[src/rtl/cnt_mod_pkg.sv]
// cnt_defs: direction encoding and parameter-legality check shared by all counter variants.
// CNT_PARAM_CHECK(W, M, R) expands to a generate-time $error in the including module.
package cnt_defs;

    typedef enum logic {
        CNT_DIR_UP   = 1'b0,
        CNT_DIR_DOWN = 1'b1
    } cnt_dir_e;

    function automatic bit cnt_params_ok(
        input int unsigned     width,
        input longint unsigned modv,
        input longint unsigned rst_val
    );
        return (width >= 1) && (modv >= 2) && (modv <= (64'd1 << width)) && (rst_val < modv);
    endfunction

endpackage

`ifndef CNT_PARAM_CHECK
`define CNT_PARAM_CHECK(W, M, R) \
    if (!cnt_defs::cnt_params_ok(W, M, R)) begin : g_param_check \
        $error("cnt: illegal parameters, need 2 <= MOD <= 2**WIDTH and RST_VAL < MOD"); \
    end
`endif

[src/rtl/cnt_mod_tc_det.sv]
// cnt_tc_det: combinational terminal-value detector shared by next-state logic and outputs.
module cnt_tc_det
    import cnt_defs::*;
#(
    parameter int WIDTH = 3,
    parameter int MOD   = 3
) (
    input  logic [WIDTH-1:0] cnt,
    input  cnt_dir_e         dir,
    output logic             at_max,
    output logic             at_min,
    output logic             tc
);

    localparam logic [WIDTH-1:0] MAX_V = WIDTH'(MOD - 1);

    always_comb begin
        at_max = (cnt == MAX_V);
        at_min = (cnt == '0);
        tc     = (dir == CNT_DIR_DOWN) ? at_min : at_max;
    end

endmodule

[src/rtl/cnt_mod.sv]
// cnt_mod: modulo-MOD counter with clear, load (clamped), enable, tc/co cascade and wrap pulse.
// Define CNT_DOWN_EN to add the dir port and down-count mode; default build is up-only.
module cnt_mod
    import cnt_defs::*;
#(
    parameter int WIDTH   = 3,
    parameter int MOD     = 3,
    parameter int RST_VAL = 0
) (
    input  logic             clk,
    input  logic             rst,
    input  logic             en,
    input  logic             clr,
    input  logic             load,
    input  logic [WIDTH-1:0] load_val,
`ifdef CNT_DOWN_EN
    input  logic             dir,
`endif
    output logic [WIDTH-1:0] cnt,
    output logic             tc,
    output logic             co,
    output logic             wrap
);

    localparam logic [WIDTH-1:0] MAX_V = WIDTH'(MOD - 1);
    localparam logic [WIDTH-1:0] RST_V = WIDTH'(RST_VAL);
    localparam logic [WIDTH:0]   MOD_X = (WIDTH + 1)'(MOD);

    `CNT_PARAM_CHECK(WIDTH, MOD, RST_VAL)

    logic [WIDTH-1:0] cnt_q, cnt_d;
    logic             wrap_q, wrap_d;
    cnt_dir_e         dir_w;
    logic             at_max;
    logic             tc_w;
    logic             in_range;
    logic             load_ok;

`ifdef CNT_DOWN_EN
    logic at_min;
    assign dir_w = cnt_dir_e'(dir);
`else
    logic at_min_unused;
    assign dir_w = CNT_DIR_UP;
`endif

    cnt_tc_det #(
        .WIDTH (WIDTH),
        .MOD   (MOD)
    ) u_tc_det (
        .cnt    (cnt_q),
        .dir    (dir_w),
        .at_max (at_max),
`ifdef CNT_DOWN_EN
        .at_min (at_min),
`else
        .at_min (at_min_unused),
`endif
        .tc     (tc_w)
    );

    // Compare one bit wider so MOD = 2**WIDTH needs no special case.
    assign in_range = ({1'b0, cnt_q} < MOD_X);
    assign load_ok  = ({1'b0, load_val} < MOD_X);

    always_comb begin
        cnt_d  = cnt_q;
        wrap_d = 1'b0;
        if (clr) begin
            cnt_d = '0;
        end else if (load) begin
            cnt_d = load_ok ? load_val : MAX_V;
        end else if (en) begin
`ifdef CNT_DOWN_EN
            if (dir_w == CNT_DIR_DOWN) begin
                if (at_min) begin
                    cnt_d  = MAX_V;
                    wrap_d = 1'b1;
                end else if (!in_range) begin
                    cnt_d = MAX_V;
                end else begin
                    cnt_d = cnt_q - 1'b1;
                end
            end else
`endif
            begin
                if (at_max) begin
                    cnt_d  = '0;
                    wrap_d = 1'b1;
                end else if (!in_range) begin
                    cnt_d = '0;
                end else begin
                    cnt_d = cnt_q + 1'b1;
                end
            end
        end
    end

    always_ff @(posedge clk or posedge rst) begin
        if (rst) begin
            cnt_q  <= RST_V;
            wrap_q <= 1'b0;
        end else begin
            cnt_q  <= cnt_d;
            wrap_q <= wrap_d;
        end
    end

    assign cnt  = cnt_q;
    assign wrap = wrap_q;
    assign tc   = tc_w;
    assign co   = en & tc_w & ~clr & ~load;

endmodule
[config.mk]
export PLATFORM = sky130hd
export DESIGN_NAME = cnt_mod
export DESIGN_NICKNAME = d
export VERILOG_FILES = /design/src/rtl/cnt_mod_pkg.sv /design/src/rtl/cnt_mod_tc_det.sv /design/src/rtl/cnt_mod.sv
export SDC_FILE = /design/constraint.sdc
export NUM_CORES = 1
export LEC_CHECK = 0
export BUFFER_PORTS_ARGS = -buffer_cell sky130_fd_sc_hd__clkbuf_2
export CORE_AREA = 8 8 45 47
export CTS_CLUSTER_SIZE = 30
export DETAILED_ROUTE_END_ITERATION = 6
export DIE_AREA = 0 0 53 55
export REMOVE_ABC_BUFFERS = 1
export SETUP_SLACK_MARGIN = 0.5
export SLEW_MARGIN = 25
export SYNTH_ARGS = -nofsm -noshare
export SYNTH_HDL_FRONTEND = slang
export SYNTH_SLANG_ARGS = --single-unit
export TNS_END_PERCENT = 10
[constraint.sdc]
create_clock -name clk -period 1.82 [get_ports clk]
set_input_delay 0.455 -clock clk [delete_from_list [all_inputs] [get_ports clk]]
set_output_delay 0.455 -clock clk [all_outputs]
set_load 0.05 [all_outputs]
==> metrics.md <==
| Metric | Value |
|---|---|
| Post-synth top area share | 38.28% |
| Slew margin rel. | 81.24% |
| Seq/Total Area, Yosys | 38.28% |
| N_diodes | 0 |
| Post-synthesis cell area | 261.5 µm² |
| # setup viols final | 0 |
| Design Area, Final | 555.5 µm² |
| Die ar. | 2915 µm² |
| Post-DRT Antenna Nets | 0 |
| Post-placement cell area | 414.1 µm² |
| Number of remaining DRC errors | 0 |
| Io pins | 14 |
| Filler cell count | 142 |
| R2R Path End | cnt[1]$_DFFE_PP0P_ |
| CP required | 1.36 ns |
| Synth-to-Final Area Change | 112.4% |
| Final period util | 99.32% |
| Hold Path Class | primary input to async pin |
| Final nets | 64 |
| 1st-pass router iterations | 4 |
| Reg2reg setup slack | 0.45 ns |
| Post-CTS Hold Buffers | 0 |
| Initial antenna violation count | 0 |
| Hold Vio Cnt, Final | 0 |
| Clock latency on the worst-skew pair | 0.23 ns |
| Global route hottest layer | met2 |
| Final hold slack | 0.08162 ns |
| First-pass GRT wire length | 1.311 mm |
| Setup TNS | 0 ns |
| M3 GR Usage | 3.209% |
| Die Y | 55 µm |
| Share of post-route cells with drive strength above 1 | 65.38% |
| Skew final | 0.0006259 ns |
| Via count | 288 |
| CP Launch Type | flip-flop |
| FMAX | 553.2 MHz |
| DR iter-0 viols | 7 |
| PD cells | 562.1 nW/µm² |
| WP data arrival | 1.35 ns |
| Worst-Margin Slew | 0.2825 ns |
| Via-to-Cell Ratio | 4.235 |
| Number of global-route vias before repair | 315 |
| Die X | 53 µm |
| Root Driver | clkbuf_4 |
| Most frequent cell after synthesis | dfrtp_1 |
| Synth Area per Inst | 9.685 µm² |
| CP delay by family, top | simple AND/OR/NAND/NOR gates |
| Worst flop-to-flop path startpoint | cnt[1]$_DFFE_PP0P_ |
| Core Region | 1384 µm² |
| Met2 Use GR | 10.55% |
| Multi-input gate area | 183.9 µm² |
| Clock transition at path regs | 0.04 ns |
| CP cell instances | inv_2 > ha_4 > nor2b_4 > nand2_2 > nor3_4 > buf_12 |
| Synth warn | 0 |
| Outcome | complete, no violations |
| Clock period minus worst slack | 1.808 ns |
| Unrepaired setup endpoints after global routing | yes |
| Routed Wire Length | 777 µm |
| Number of flops mapped to enable cells by yosys | 0 |
| Leak | 0.0002628 µW |
| Gpl congestion | 0.7334 |
| Top post-synthesis cells by count | dfrtp_1 (4), inv_1 (3), nand2_1 (3), nor3_1 (3) |
| Worst reg2reg path depth | 5 |
| Number of synthesized register bits | 4 |
| Buffers added on ports | 13 |
| Count of final max-slew check failures | 0 |
| Max incr delay on CP | 0.37 ns |
| Wirelength per Cell | 11.43 µm |
| Global Route met1 Usage | 5.945% |
| Num CTS Buffers | 3 |
| DP HPWL | 612.4 µm |
| Htree depth | 1 |
| Fraction of registers with async set/reset | 100.0% |
| Area leader, netlist | dfrtp_1 |
| GRT Residual Overflow | 0 |
| Unique masters post-synth | 15 |
| WP buf/inv | 2 |
| Max Cap Viol | 0 |
| Main area contributors after synthesis | dfrtp_1 (38%), a211oi_2 (9.6%), ha_1 (9.6%) |
| CTS tree | done |
| GRT Total Usage | 6.236% |
| Crit-path max FO | 2 |
| CTS Sinks | 4 |
| Rows | 14 |
| Worst-case clock buffer depth | 2 |
| Starting Density | 18.90% |
| Peak supply drop | 0.3026 mV |
| Largest net degree at the start of global routing | 9 |
| Synth Flop Type | dfrtp_1 |
| Cell count after synthesis | 27 |
| CP max stage cell | dfrtp_1 |
| CP endpoint kind | primary output |
| Kind of critical path | flip-flop to primary output |
| Seq. cell area | 100.1 µm² |
[report_power, final]
| group | switching, µW | internal, µW | total [µW] | leakage [µW] |
|---|---|---|---|---|
| logic | 54.8 | 56.0 | 111 | 0.000195 |
| clock network | 31.8 | 73.5 | 105 | 0.0000138 |
| registers | 3.16 | 93.1 | 96.2 | 0.0000540 |
[metrics by stage]
stage               total power, µW  std cells  worst slack, ns  util (%)
floorplan                     142.0         27           -1.597         -
global placement              177.8         63          0.04155     29.93
detailed placement            178.5         63          0.04493     29.93
CTS                           321.9         68         -0.03251     40.14
global route                  335.7         68         -0.06646     40.14
finish                        312.3         68          0.01242     40.14
[routing by layer]
layer  up-vias  part of all wire (%)
met5         -                     0
met4         0                     0
met3         0                   9.7
met2         9                    53
met1       130                    37
li1        149                     -
[state kept, by name (all words and copies together) (netlist names)]
| signal | flops |
|---|---|
| wrap | 1 |
| cnt | 3 |
[cells by family (layout without fill, tap and decap cells)]
logic type	count (synthesis)	count (layout)	share of synthesized area, %
and+or+nand+nor	13	13	30.62
AOI/OAI and AO/OA	5	5	17.22
DFF	4	4	38.28
buffers and inverters	3	28	4.306
adders and majority gates	2	2	9.568
[how the worst max path moves through the flow]
stage / from / end / slack (ns) / cells after the start
final: cnt[0]$_DFFE_PP0P_ / co / 0.01 / 6
after global routing: cnt[0]$_DFFE_PP0P_ / co / -0.07 / 6
after CTS: cnt[0]$_DFFE_PP0P_ / co / -0.03 / 6
after detailed placement: cnt[0]$_DFFE_PP0P_ / co / 0.04 / 6
after global placement: cnt[0]$_DFFE_PP0P_ / co / 0.04 / 6
after floorplan: cnt[1]$_DFFE_PP0P_ / co / -1.60 / 4
[cell type report]
| cell class | count | share of cell area (%) |
|---|---|---|
| well taps | 16 | 3.604 |
| multi-input cells | 20 | 33.11 |
| inverters | 3 | 2.027 |
| flip-flops and latches | 4 | 18.02 |
| repair buffers | 22 | 39.19 |
| clock buffers | 3 | 4.054 |
[cells in the final DEF, fill, tap and decap left out, types with 2 or more instances in the layout]
master     count
clkbuf_4       3
nand2_1        2
dfrtp_1        4
a211oi_2       2
nor2_1         2
nor3_1         2
buf_4          9
clkbuf_2       8
inv_1          2
clkbuf_16      3
[timing repair]
action / in CTS / in global routing
setup endpoints to repair: 7 / 9
resized for setup: 20 / 0
pin swaps: 8 / 5
buffers inserted: 2 / 0
No activity file was read; power rests on OpenSTA's default activity.
